File: config.mk
export PLATFORM = sky130hd
export DESIGN_NAME = mac_pe
export DESIGN_NICKNAME = d
export VERILOG_FILES = /design/src/rtl/mac_pkg.sv /design/src/rtl/mac_sat_add.sv /design/src/rtl/mac_pe.sv
export SDC_FILE = /design/constraint.sdc
export NUM_CORES = 1
export LEC_CHECK = 0
export CAP_MARGIN = 0
export CORE_ASPECT_RATIO = 2
export CORE_MARGIN = 2
export CORE_UTILIZATION = 56
export DETAILED_ROUTE_END_ITERATION = 12
export PLACE_DENSITY = 0.86
export SLEW_MARGIN = 40
export SYNTH_ARGS = -nofsm -noshare
export SYNTH_HDL_FRONTEND = slang
export SYNTH_HIERARCHICAL = 1
export SYNTH_SLANG_ARGS = --single-unit
File: constraint.sdc
create_clock -name clk -period 8.1 [get_ports clk]
set_clock_uncertainty 0.2 [all_clocks]
set_input_delay 2.025 -clock clk [delete_from_list [all_inputs] [get_ports clk]]
set_output_delay 2.025 -clock clk [all_outputs]
set_load 0.01 [all_outputs]
File: src/rtl/mac_pkg.sv
// Shared FSM type and width-generic add/clamp helpers for MAC and adder-tree blocks.
// Helpers work in a MAX_W container; callers pass their real width and keep operands zero above it.
package mac_pkg;

  localparam int MAX_W = 128;

  typedef enum logic {
    IDLE  = 1'b0,
    ACCUM = 1'b1
  } mac_state_t;

  function automatic logic [MAX_W-1:0] width_mask(input int w);
    return {MAX_W{1'b1}} >> (MAX_W - w);
  endfunction

  function automatic logic [MAX_W-1:0] acc_max(input int w, input bit sgn);
    return sgn ? (width_mask(w) >> 1) : width_mask(w);
  endfunction

  function automatic logic [MAX_W-1:0] acc_min(input int w, input bit sgn);
    return sgn ? (width_mask(w) ^ (width_mask(w) >> 1)) : '0;
  endfunction

  // Result is {sum, ovf}; sum is already clamped when sat is set.
  function automatic logic [MAX_W:0] sat_add(input logic [MAX_W-1:0] a,
                                             input logic [MAX_W-1:0] b,
                                             input int w, input bit sgn, input bit sat);
    logic [MAX_W:0]   full;
    logic [MAX_W-1:0] mask, msb, sum;
    logic             a_neg, b_neg, s_neg, ovf;
    mask  = width_mask(w);
    msb   = mask ^ (mask >> 1);
    full  = {1'b0, a & mask} + {1'b0, b & mask};
    sum   = full[MAX_W-1:0] & mask;
    a_neg = |(a & msb);
    b_neg = |(b & msb);
    s_neg = |(sum & msb);
    ovf   = sgn ? ((a_neg == b_neg) && (s_neg != a_neg)) : |(full & ~{1'b0, mask});
    if (ovf && sat) sum = (sgn && a_neg) ? acc_min(w, sgn) : acc_max(w, sgn);
    return {sum, ovf};
  endfunction

endpackage

File: src/rtl/mac_sat_add.sv
// Combinational ACC_W-bit add with overflow flag and optional clamp to the representable range.
// Zero latency; purely combinational, no flow control.
module mac_sat_add
  import mac_pkg::*;
#(
  parameter int ACC_W    = 40,
  parameter int SIGNED   = 1,
  parameter int SATURATE = 1
) (
  input  logic [ACC_W-1:0] a,
  input  logic [ACC_W-1:0] b,
  output logic [ACC_W-1:0] sum,
  output logic             ovf
);

  logic [MAX_W-ACC_W-1:0] unused_hi;

  assign {unused_hi, sum, ovf} = sat_add(MAX_W'(a), MAX_W'(b), ACC_W, SIGNED != 0, SATURATE != 0);

endmodule

File: src/rtl/mac_pe.sv
// Systolic MAC cell: forwards operands east/south, accumulates first/last-framed dot products.
// Forward latency 1 cycle, result 2 cycles after the last beat's sampling edge; no backpressure.
module mac_pe
  import mac_pkg::*;
#(
  parameter int DATA_W   = 16,
  parameter int ACC_W    = 40,
  parameter int SIGNED   = 1,
  parameter int SATURATE = 1
) (
  input  logic              clk,
  input  logic              rst,
  input  logic              in_valid,
  input  logic              in_first,
  input  logic              in_last,
  input  logic [DATA_W-1:0] a_in,
  input  logic [DATA_W-1:0] b_in,
  output logic [DATA_W-1:0] a_out,
  output logic [DATA_W-1:0] b_out,
  output logic              fwd_valid,
  output logic              fwd_first,
  output logic              fwd_last,
  output logic [ACC_W-1:0]  acc_out,
  output logic              acc_valid,
  output logic              acc_ovf,
  output logic              frame_err
);

  localparam int PROD_W = 2 * DATA_W;
  localparam int EXT_W  = ACC_W - PROD_W;
  localparam bit SX     = (SIGNED != 0);

  logic [PROD_W-1:0] a_ext, b_ext, mul;
  logic [ACC_W-1:0]  prod_d, prod, acc, add_sum, acc_nxt;
  logic              p_vld, p_first, p_last;
  logic              add_ovf, ovf_sticky, ovf_nxt, restart;
  mac_state_t        state;

  // S1: operand/flag registers double as the east/south forwarding outputs
  always_ff @(posedge clk or negedge rst) begin
    if (!rst) begin
      a_out     <= '0;
      b_out     <= '0;
      fwd_valid <= 1'b0;
      fwd_first <= 1'b0;
      fwd_last  <= 1'b0;
    end else begin
      a_out     <= a_in;
      b_out     <= b_in;
      fwd_valid <= in_valid;
      fwd_first <= in_first;
      fwd_last  <= in_last;
    end
  end

  assign a_ext = {{DATA_W{SX & a_out[DATA_W-1]}}, a_out};
  assign b_ext = {{DATA_W{SX & b_out[DATA_W-1]}}, b_out};
  assign mul   = a_ext * b_ext;

  if (EXT_W > 0) begin : g_ext
    assign prod_d = {{EXT_W{SX & mul[PROD_W-1]}}, mul};
  end else begin : g_noext
    assign prod_d = mul;
  end

  // S2: product register only loads on valid beats to avoid needless toggling
  always_ff @(posedge clk or negedge rst) begin
    if (!rst) begin
      p_vld   <= 1'b0;
      p_first <= 1'b0;
      p_last  <= 1'b0;
      prod    <= '0;
    end else begin
      p_vld   <= fwd_valid;
      p_first <= fwd_first;
      p_last  <= fwd_last;
      if (fwd_valid) prod <= prod_d;
    end
  end

  mac_sat_add #(
    .ACC_W   (ACC_W),
    .SIGNED  (SIGNED),
    .SATURATE(SATURATE)
  ) u_add (
    .a  (acc),
    .b  (prod),
    .sum(add_sum),
    .ovf(add_ovf)
  );

  // A beat with no open frame starts one, whether or not it carries first
  always_comb begin
    restart = (state == IDLE) || p_first;
    acc_nxt = restart ? prod : add_sum;
    ovf_nxt = restart ? 1'b0 : (ovf_sticky | add_ovf);
  end

  // S3: accumulator, frame FSM and registered result outputs
  always_ff @(posedge clk or negedge rst) begin
    if (!rst) begin
      state      <= IDLE;
      acc        <= '0;
      ovf_sticky <= 1'b0;
      acc_out    <= '0;
      acc_ovf    <= 1'b0;
      acc_valid  <= 1'b0;
      frame_err  <= 1'b0;
    end else begin
      acc_valid <= 1'b0;
      frame_err <= 1'b0;
      if (p_vld) begin
        acc        <= acc_nxt;
        ovf_sticky <= ovf_nxt;
        frame_err  <= (state == ACCUM) && p_first;
        if (p_last) begin
          acc_out   <= acc_nxt;
          acc_ovf   <= ovf_nxt;
          acc_valid <= 1'b1;
          state     <= IDLE;
        end else begin
          state     <= ACCUM;
        end
      end
    end
  end

endmodule

Word-level counts from Yosys, hierarchy flattened
Cells that the tools add are included.
{"block": "op_classes", "addsub": 1, "n_bitwise": 2, "n_mul": 1, "n_eq_ne": 2, "n_reduce_logical": 4, "n_mux": 8}
{"cell": "$mux 40", "n": 3}
{"cell": "$add 40x40->40", "n": 1}
{"cell": "$mul 16x16->32", "n": 1}
{"cell": "$mux 1", "n": 5}
{"cell": "$logic_and 1x1->1", "n": 2}
{"cell": "$reduce_and 2->1", "n": 1}
{"cell": "$eq 1x1->1", "n": 1}
{"cell": "$logic_or 1x1->1", "n": 1}
{"cell": "$ne 1x1->1", "n": 1}
{"cell": "$not 1->1", "n": 1}
{"cell": "$or 1x1->1", "n": 1}
{"block": "totals", "reg_bits": 155, "wordCells": 34, "in_bits": 37, "output_inout_bits": 78}

Logic depth before layout (Yosys ltp)
Gate-level depths: netlist of run 1.
{"block": "depth", "ltp_word": 5, "ltp_mapped": 23, "mapped_depth_nobuf": 21}

Modules after synthesis
Netlist of run 1, hierarchy kept.
{"module": "mac_pe", "area_per_inst_um2": 15706.3, "seq_area_each_um2": 3878.7, "cells_each": 1617, "n_inst": 1}
{"module": "mac_sat_add", "area_per_inst_um2": 2432.3, "seq_area_each_um2": 0.0, "cells_each": 346, "n_inst": 1}

Worst setup path after synthesis of run 1
OpenSTA, ideal clock, no wires.
{"block": "synth_timing", "path_kind": "register to register", "from": "register a_out[15]", "to": "register, netlist name prod[31]", "path_buffers": 2, "path_stages_with_launch": 20, "setup_time_ps": 131, "synth_period_minus_slack_ps": 6545, "slack_ps": 1555, "t_required_ps": 7769, "t_arrival_ps": 6214, "path_cell_list": "dfrtp_1 clkbuf_1 nand2_1 fa_1 inv_1 fa_1 fa_1 fa_1 fa_1 inv_1 fa_1 inv_1 ha_1 clkbuf_1 a21oi_1 o21ai_1 o41ai_2 o31ai_1 a311o_1 or3_1"}
{"block": "synth_via", "elab_chain_len": 1}
{"item": "start: declaration", "line_no": "mac_pe.sv:18", "text": "output logic [DATA_W-1:0] a_out,"}
{"item": "start signal: assignment", "line_no": "mac_pe.sv:48", "text": "a_out <= a_in;"}
{"item": "$mul 16x16->32", "line_no": "mac_pe.sv:58", "text": "assign mul = a_ext * b_ext;"}
Every way passes these cells.
A chain may end at the register's enable or synchronous reset.

Worst setup path after layout of run 1
{"block": "layout_timing", "from": "register a_out[15]", "to": "register, netlist name prod[31]"}
{"block": "layout_via", "elab_chain_len": 1}
{"item": "$mul 16x16->32", "line_no": "mac_pe.sv:58"}
Every way passes these cells.

==> results of run 1 <==
[layout make-up]
cell class              instances  area (um^2)  share of cell area (%)
well taps                     427        534.3                   2.653
clock inverters                14        152.6                  0.7579
flip-flops and latches        155         3880                   19.26
repair buffers                124         1215                   6.032
inverters                     350         1314                   6.523
clock buffers                  18        439.2                   2.180
multi-input cells            1374        12610                   62.59
[worst paths after layout]
check	end	cells past startpoint
worst min-delay path	p_last$_DFF_PN0_	0
max in group asynchronous	acc[34]$_DFFE_PN0P_	2
worst max register to register	prod[31]$_DFFE_PN0P_	18
worst max-delay path	prod[31]$_DFFE_PN0P_	18
min in group asynchronous	b_out[2]$_DFF_PN0_	1
worst min register to register	p_last$_DFF_PN0_	0
[layout by cell type (no fill, tap or decap), types with 5 or more instances in the layout]
cell type	Yosys	final
ha_1	121	121
buf_4	2	9
xor2_1	18	18
o21a_1	10	10
clkdlybuf4s50_1	0	113
nand3_1	16	16
and2_1	123	122
dfrtp_1	155	154
a211oi_1	9	9
nand2_1	169	169
inv_1	350	350
o2111ai_1	6	6
o211ai_1	9	9
a31oi_1	10	10
xnor2_1	37	37
o21ai_0	69	69
inv_6	0	5
clkbuf_16	0	17
mux2_2	15	15
fa_1	263	263
nand4_1	11	11
nor2_1	127	127
mux2i_1	26	26
o31ai_1	8	8
o221ai_1	5	5
and3_1	7	7
a21oi_1	158	158
a21o_1	42	42
o21bai_1	9	9
nor3_1	12	12
nand2b_1	17	17
[through the flow]
stage	hold slack, ns	cell area (um^2)	utilization [%]
global route	0.1926	20140	62.72
CTS	0.1864	20130	62.67
detailed placement	0.1707	19540	60.83
global placement	0.1599	19540	60.83
floorplan	0.2160	18140	-
finish	0.1808	20140	62.72
[cells by family after synthesis]
logic type / after synthesis / synth area share (%)
AND/OR/NAND/NOR: 509 / 13.55
adder cells (fa/ha/maj): 385 / 37.43
multiplexers: 41 / 2.366
flip-flops: 155 / 21.38
buffers and inverters: 434 / 9.209
AO/OA/AOI/OAI: 383 / 13.28
XOR/XNOR: 56 / 2.780
[registers in the layout, summed over array words and instances, names as in the netlist, 16 cells and up]
register / count
a_out: 16
acc: 40
acc_out: 40
b_out: 16
prod: 32
[critical path, delay by kind of cell (launching register included)]
family                     cells  cell delay (ns)
and+or+nand+nor                2             0.55
DFF                            1             0.71
buffers and inverters          4             0.23
AOI/OAI and AO/OA              5             1.26
adders and majority gates      7             4.06
[cell usage after synthesis (all sizes together), types with 4 or more instances]
| cell | number |
|---|---|
| a21oi | 161 |
| and3 | 8 |
| o221ai | 5 |
| nand2 | 169 |
| nand2b | 17 |
| a211oi | 11 |
| and4 | 4 |
| o31ai | 8 |
| clkbuf | 65 |
| nor2b | 5 |
| ha | 121 |
| dfrtp | 155 |
| o21a | 10 |
| o2111ai | 6 |
| nor3 | 12 |
| xor2 | 18 |
| o21ai | 73 |
| nand3 | 16 |
| and2 | 125 |
| fa | 263 |
| mux2i | 26 |
| nor2 | 128 |
| nand4 | 11 |
| a21o | 43 |
| xnor2 | 37 |
| or3 | 4 |
| buf | 19 |
| inv | 350 |
| a31oi | 11 |
| o211ai | 9 |
| mux2 | 15 |
| o21bai | 9 |
[layer usage]
metal | GRT usage [%] | up-vias
li1 | - | 6386
met1 | 28.17 | 7031
met2 | 54.61 | 572
met3 | 3.873 | 194
met4 | 16.94 | 0
met5 | 0 | -
==> summary.txt, run 1 <==
Die
  – Std-Cell Core Area: 32,120 um^2
  – Cell Rows: 93
  – IO Pins: 115
  – Die area: 33,930 um^2
  – Horiz. Die Dim: 131.3 um
  – Die Height: 258.5 um
  – Initial core utilization: 56.48%

Route
  – Via Count: 14,183
  – Post-Route M1 WL: 15.52 mm
  – Wirelength per Cell: 18.60 um
  – Routed Antenna Nets: 0
  – DR iter-0 viols: 812
  – DR pass1 iterations: 5
  – Post-route DRC: 0
  – Post-DR vias/cell: 5.761
  – Top Layer Used: met4
  – WL met2: 25.44 mm
  – Final Routed Wirelength: 45.78 mm
  – Met3 routed WL: 2.158 mm

Worst setup path
  – CP Cell Sequence: and2_1 -> inv_1 -> fa_1 -> inv_1 -> fa_1 -> fa_1 -> fa_1 -> fa_1 -> inv_1 -> fa_1 -> inv_1 -> ha_1 -> a21oi_1 -> o21ai_1 -> o41ai_2 -> o31ai_1 -> a311o_1 -> or3_1
  – Req. time, crit path: 8.23 ns
  – CP Data Arrival Time: 7.28 ns
  – Crit path kind: reg -> reg
  – CP Launch Type: register
  – Crit path top cell by count: fa_1
  – Flop2flop setup slack: 0.95 ns
  – Reg2reg start: a_out[15]$_DFF_PN0_
  – Worst Path Max Fanout: 17
  – Slowest CP cell: fa_1
  – CP startpoint: a_out[15]$_DFF_PN0_
  – Crit-path max cell delay: 1.04 ns
  – Critical Path Sink Type: register

STA
  – Count of final setup violators: 0
  – Min setup slack post-route: 0.9500 ns
  – Fmax: 139.9 MHz
  – Fin Setup TNS: 0 ns
  – RSZ-0062 raised after global routing: false
  – Slew Viols, Final: 0
  – Tmin final: 7.150 ns
  – Final worst path period share: 88.27%
  – Slew @ Worst Pin: 0.7920 ns
  – Slew margin rel.: 47.20%
  – Final hold vios: 0

Clock tree
  – CTS tree: done
  – CTS Buf Count: 17
  – Clock sink total: 155
  – Clock root cell: clkbuf_16
  – Clk buf depth: 2
  – H-tree levels: 4
  – # hold bufs at CTS: 0
  – # resized after CTS: 0
  – Clock transition at path regs: 0.07 ns
  – Clk Latency, worst-skew pair: 0.46 ns
  – Post-CTS setup buffers: 0

Final layout
  – Fill count: 2,663
  – Area delta synth->final: 11.04%
  – Finished Layout Cells: 2,462
  – N_diodes: 0
  – Nets@finish: 2,443
  – Share of cells above drive strength 1: 4.128%

Yosys
  – Seq cells post-synth: 155
  – Syn_nets: 2,384
  – Seq/Total Area, Yosys: 21.38%
  – Area contributors post-synth: fa_1 29%, dfrtp_1 21%, ha_1 8.3%
  – Leading area contributor after synthesis: fa_1
  – Yosys cell types: 77
  – Top FF cell, synth: dfrtp_1
  – Ys async rst share: 100.0%
  – Mean area per synthesized cell: 9.240 um^2
  – Synth Instances: 1,963
  – YS warnings: 6
  – Synthesized cell area: 18,140 um^2
  – Number of synthesized flops with an enable pin: 0
  – Top-area cell type share of the netlist area: 29.03%

Placed design
  – Dpl ws: 0.9441 ns
  – Placer Congestion: 0.9637
  – Final HPWL DP: 35.73 mm
  – Dpl cells: 2,429
  – PortBufs: 114

Global route
  – Global-route wire length before repair: 76.10 mm
  – GRT Overall Usage: 28.16%
  – Grt ovf: 0
  – Antenna violations before repair: 0
  – Vias in the first global route: 15,862
  – Pin count of the biggest net entering global routing: 78

Run
  – Max Cap Viol: 0

Hold path
  – Worst Hold Launch: fwd_last$_DFF_PN0_
  – Hold Crit Class: reg -> reg

Outcome
  – Status: completed
Power of run 1 is left out: the tool's default activity adds up to more than one toggle a clock period on the data nets, which glitch-free logic cannot reach.
==> run 2, diff against run 1 <==
--- a/config.mk
+++ b/config.mk
@@ -5,6 +5,7 @@
 export SDC_FILE = /design/constraint.sdc
 export NUM_CORES = 1
 export LEC_CHECK = 0
+export ABC_AREA = 1
 export CAP_MARGIN = 0
 export CORE_ASPECT_RATIO = 2
 export CORE_MARGIN = 2
==> run 2 against run 1 <==
Net effect:
- design area grew 8.8%
- area after synthesis grew 10%
- via count grew 22%
- non-clock buffer count shrank 3
- final cell count grew 31%
- setup slack gained 0.27 ns
- register-to-register slack gained 0.27 ns
- die area grew 9.8%
- sequential share of layout area shrank 1.6 points
- critical endpoint is now prod[30]$_DFFE_PN0P_
==> summary.txt, run 2 <==
Yosys
  – Number of synthesized flops with an enable pin: 0
  – Mean area per synthesized cell: 7.336 um^2
  – Synthesized cell area: 19,950 um^2
  – Ys async rst share: 100.0%
  – Count leader, synth: nand2_1
  – Top FF cell, synth: dfrtp_1
  – Yosys cell types: 42
  – Seq/Total Area, Yosys: 19.44%
  – Seq cells post-synth: 155
  – Leading area contributor after synthesis: fa_1
  – YS warnings: 6
  – Synth Instances: 2,720
  – Syn_nets: 3,141
  – Top-area cell type share of the netlist area: 26.39%
  – Synth top cells by count: 836 x nand2_1, 670 x inv_1, 263 x fa_1, 155 x dfrtp_1
  – Area contributors post-synth: fa_1 26%, dfrtp_1 19%, nand2_1 16%

Clock tree
  – H-tree levels: 4
  – # hold bufs at CTS: 0
  – CTS Buf Count: 17
  – CTS tree: done
  – Clock root cell: clkbuf_16
  – Clk Latency, worst-skew pair: 0.46 ns
  – Clock sink total: 155
  – Post-CTS setup buffers: 0
  – Clk buf depth: 2
  – # resized after CTS: 0
  – Clock transition at path regs: 0.07 ns

Worst setup path
  – Flop2flop setup slack: 1.22 ns
  – CP startpoint: b_out[4]$_DFF_PN0_
  – Crit path kind: reg -> reg
  – Req. time, crit path: 8.24 ns
  – CP Launch Type: register
  – Reg-to-Reg End: prod[30]$_DFFE_PN0P_
  – Worst Path Max Fanout: 17
  – Register-to-Register Path Depth: 20
  – Critical Path Sink Type: register
  – CP Data Arrival Time: 7.02 ns
  – Reg2reg start: b_out[4]$_DFF_PN0_

Die
  – IO Pins: 115
  – Die area: 37,250 um^2
  – Initial core utilization: 56.89%
  – Cell Rows: 97
  – Std-Cell Core Area: 35,070 um^2
  – Die Height: 271.0 um
  – Horiz. Die Dim: 137.5 um

Route
  – Routed Antenna Nets: 0
  – Final Routed Wirelength: 60.63 mm
  – Post-route DRC: 0
  – Wirelength per Cell: 18.80 um
  – Top Layer Used: met4
  – WL met2: 32.30 mm
  – DR iter-0 viols: 892
  – Post-Route M1 WL: 18.81 mm
  – DR pass1 iterations: 7
  – Met3 routed WL: 3.069 mm
  – Post-DR vias/cell: 5.358
  – Via Count: 17,280

STA
  – Fin Setup TNS: 0 ns
  – Slew Viols, Final: 0
  – Final worst path period share: 84.91%
  – Slew margin rel.: 37.75%
  – Final hold vios: 0
  – Slew @ Worst Pin: 0.9337 ns
  – Count of final setup violators: 0
  – Tmin final: 6.877 ns
  – Fin Hold WS: 0.2003 ns
  – Fmax: 145.4 MHz
  – RSZ-0062 raised after global routing: false

Final layout
  – Most frequent cells in the layout: 835 x nand2_1, 670 x inv_1, 263 x fa_1
  – Most common cell after layout, fill and taps aside: nand2_1
  – N_diodes: 0
  – Biggest regs: acc: 40 flops, acc_out: 40 flops, prod: 32 flops
  – Area delta synth->final: 9.832%
  – Share of cells above drive strength 1: 3.813%
  – Nets@finish: 3,188
  – Post-route design area: 21,920 um^2

Hold path
  – Hold endpoint: p_first$_DFF_PN0_
  – Hold Crit Class: reg -> reg
  – Worst Hold Launch: fwd_first$_DFF_PN0_
  – WHS Path Cells: 0

Outcome
  – Status: completed

Global route
  – Vias in the first global route: 18,674
  – GRT Overall Usage: 34.45%
  – Global-route wire length before repair: 96.24 mm
  – Antenna violations before repair: 0
  – Pin count of the biggest net entering global routing: 87
  – Grt ovf: 0

Run
  – Max Cap Viol: 0

Placed design
  – Final HPWL DP: 49.36 mm
  – Post-DP Area: 21,290 um^2
  – Placer Congestion: 1.010
  – PortBufs: 114
==> run 2: worst max-delay path by stage <==
stage / endpoint / cells after the start / slack (ns)
after floorplan: prod[31]$_DFFE_PN0P_ / 25 / 2.10
after global placement: prod[30]$_DFFE_PN0P_ / 20 / 1.51
after detailed placement: prod[30]$_DFFE_PN0P_ / 20 / 1.35
after CTS: prod[30]$_DFFE_PN0P_ / 20 / 1.31
after global routing: prod[30]$_DFFE_PN0P_ / 20 / 0.87
final: prod[30]$_DFFE_PN0P_ / 20 / 1.22
==> run 2: final cells by class <==
class	count	area (um^2)
Inverter	682	2562
Multi-Input combinational cell	1790	13100
Tap cell	445	556.8
Clock buffer	18	429.2
Clock inverter	14	191.4
Fill cell	3071	13160
Sequential cell	155	3879
Timing Repair Buffer	121	1201
==> run 2: routing by layer <==
metal	vias up	global-route usage, %
li1	8097	-
met1	8232	31.40
met2	660	62.73
met3	291	5.996
met4	0	30.49
met5	-	0
==> run 2: critical path: stages (launching register included) <==
cell and delay (ns):
dfrtp_1 0.76, nand2_1 0.21, fa_1 0.65, inv_1 0.08, fa_1 0.95, inv_1 0.13
fa_1 0.58, fa_1 0.47, fa_1 0.53, fa_1 0.54, inv_1 0.04, ha_1 0.36
nand2_1 0.19, nor2_1 0.29, nand2_1 0.09, inv_1 0.15, nand3_1 0.24, nand2_1 0.12
nand2_1 0.05, nand3_1 0.06, nand2_1 0.05
==> run 2: logic make-up after synthesis <==
group / synth area share [%]
mux: 0.8528
buf+inv: 14.97
fa+ha+maj: 33.97
simple gates: 23.31
xor+xnor: 1.448
flops: 19.44
compound gates: 6.007
==> run 2: metrics by stage <==
| stage | setup WS (ns) | std cells | utilization, % |
|---|---|---|---|
| floorplan | 2.105 | 2720 | - |
| global placement | 1.511 | 3193 | 60.68 |
| detailed placement | 1.350 | 3193 | 60.71 |
| CTS | 1.306 | 3225 | 62.48 |
| global route | 0.8728 | 3225 | 62.48 |
| finish | 1.223 | 3225 | 62.48 |
Power of run 2 is left out for the same reason.
==> run 3, diff against run 2 <==
==> constraint.sdc (replaced) <==
create_clock -name clk -period 6.6 [get_ports clk]
set_clock_uncertainty 0.2 [all_clocks]
set_input_delay 1.65 -clock clk [delete_from_list [all_inputs] [get_ports clk]]
set_output_delay 1.65 -clock clk [all_outputs]
set_load 0.01 [all_outputs]
==> run 3 against run 2 <==
Net effect:
- count of clock-buffer cells in the layout shrank 1
- critical path depth is the same
- setup slack got worse by 1.0 ns
- first-iteration DRC count increased by 29%
- design area up 0.69%
- critical endpoint is now prod[21]$_DFFE_PN0P_
- utilization is 0.43 points higher
- global-route usage fell by 0.49 points
- hold slack worse by 0.015 ns
- register-to-register slack worse by 1.0 ns
- via count rose by 2.1%
- final cell count up 0.53%
==> summary.txt, run 3 (synthesized netlist as in run 2, its figures left out) <==
Outcome
  – Status: completed

Clock tree
  – H-tree levels: 4
  – CTS tree: done
  – CTS Buf Count: 17
  – Clock sink total: 155
  – Clock root cell: clkbuf_16
  – Clk Latency, worst-skew pair: 0.47 ns
  – Clk buf depth: 2
  – Clock transition at path regs: 0.07 ns

Route
  – DR iter-0 viols: 1,150
  – Post-route DRC: 0
  – Post-DR vias/cell: 5.442
  – Routed Antenna Nets: 0
  – DR pass1 iterations: 8
  – Final Routed Wirelength: 59.69 mm
  – Wirelength per Cell: 18.41 um
  – Via Count: 17,644

Final layout
  – Nets@finish: 3,205
  – Most common cell after layout, fill and taps aside: nand2_1
  – Area delta synth->final: 10.58%
  – N_diodes: 0
  – Share of cells above drive strength 1: 4.612%
  – Most frequent cells in the layout: 835 x nand2_1, 670 x inv_1, 263 x fa_1
  – Biggest regs: acc: 40 flops, acc_out: 40 flops, prod: 32 flops

Placed design
  – Final HPWL DP: 48.55 mm
  – Placer Congestion: 1.057
  – PortBufs: 114

STA
  – Slew @ Worst Pin: 0.8716 ns
  – Slew Viols, Final: 0
  – Final worst path period share: 96.56%
  – Tmin final: 6.373 ns
  – Slew margin rel.: 41.89%
  – Fmax: 156.9 MHz
  – Count of final setup violators: 0
  – Fin Setup TNS: 0 ns
  – Final hold vios: 0
  – RSZ-0062 raised after global routing: false

Die
  – Cell Rows: 97
  – Std-Cell Core Area: 35,070 um^2
  – Horiz. Die Dim: 137.5 um
  – Initial core utilization: 56.89%
  – Die area: 37,250 um^2
  – Die Height: 271.0 um
  – IO Pins: 115

Worst setup path
  – CP Data Arrival Time: 6.50 ns
  – Worst Path Max Fanout: 17
  – Req. time, crit path: 6.73 ns
  – Reg-to-Reg End: prod[21]$_DFFE_PN0P_
  – Flop2flop setup slack: 0.23 ns
  – Reg2reg start: a_out[10]$_DFF_PN0_
  – CP top delay family: adder cells
  – Critical Path Sink Type: register
  – Crit path kind: reg -> reg
  – Crit path top cell by count: fa_1
  – Buf/Inv on CP: 4
  – CP Launch Type: register
  – CP Cell Sequence: nand2_1 -> fa_1 -> fa_1 -> fa_1 -> inv_1 -> fa_1 -> fa_1 -> inv_1 -> fa_1 -> inv_1 -> ha_1 -> nand2_2 -> inv_2 -> nand2_1 -> nor2_2 -> nand4_1 -> nand3_1 -> nand2_1 -> nand3_1 -> o21ai_1
  – Slowest CP cell: dfrtp_1
  – Register-to-Register Path Depth: 20
  – Crit-path max cell delay: 0.84 ns

Hold path
  – Hold Crit Class: reg -> reg
  – Hold endpoint: p_first$_DFF_PN0_
  – WHS Path Cells: 0
  – Worst Hold Launch: fwd_first$_DFF_PN0_

Global route
  – Antenna violations before repair: 0
  – Grt ovf: 0
  – GRT Overall Usage: 33.96%
  – Pin count of the biggest net entering global routing: 101
  – Vias in the first global route: 19,224
  – Global-route wire length before repair: 95.33 mm

Run
  – Max Cap Viol: 0
-- run 3: how the worst max path moves through the flow --
stage                                   start                   end  slack [ns]  cells past startpoint
after floorplan            b_out[6]$_DFF_PN0_  prod[31]$_DFFE_PN0P_        0.60                     25
after global placement    a_out[15]$_DFF_PN0_  prod[23]$_DFFE_PN0P_        0.31                     20
after detailed placement  a_out[15]$_DFF_PN0_  prod[23]$_DFFE_PN0P_        0.22                     20
after CTS                 a_out[15]$_DFF_PN0_  prod[23]$_DFFE_PN0P_        0.19                     20
after global routing       b_out[2]$_DFF_PN0_  prod[21]$_DFFE_PN0P_       0.009                     21
final                     a_out[10]$_DFF_PN0_  prod[21]$_DFFE_PN0P_        0.23                     20
-- run 3: what timing repair did --
| item | in CTS | in global routing |
|---|---|---|
| gates resized for setup | 0 | 5 |
| setup endpoints to repair | 0 | 5 |
| buffers inserted | 0 | 0 |
| hold buffers | 0 | 0 |
-- run 3: stage by stage --
| step | cells | hold WS, ns | utilization, % | cell area (um^2) | setup slack (ns) |
|---|---|---|---|---|---|
| after floorplan | 2720 | 0.2160 | - | 19950 | 0.6048 |
| after global placement | 3209 | 0.1669 | 61.02 | 21400 | 0.3150 |
| after detailed placement | 3209 | 0.1754 | 61.05 | 21410 | 0.2190 |
| after CTS | 3241 | 0.1950 | 62.82 | 22030 | 0.1931 |
| after global routing | 3242 | 0.1982 | 62.91 | 22070 | 0.009492 |
| final | 3242 | 0.1856 | 62.91 | 22070 | 0.2270 |
-- run 3: per-layer routing --
metal | share of wire [%] | global-route usage [%] | vias to the layer above | wire (um)
met3 | 4.4 | 4.666 | 360 | 2605
met5 | 0 | 0 | - | 0
met4 | 11 | 30.90 | 0 | 6554
li1 | - | - | 8132 | -
met1 | 31 | 30.73 | 8428 | 18400
met2 | 54 | 62.53 | 724 | 32130
-- run 3: cell type report --
cell class | instances | area, um^2
clock buffers | 17 | 425.4
well taps | 445 | 556.8
multi-input cells | 1790 | 13100
inverters | 682 | 2562
fillers | 3084 | 13010
clock inverters | 15 | 193.9
flip-flops and latches | 155 | 3885
repair buffers | 138 | 1346
Power of run 3 is left out for the same reason.
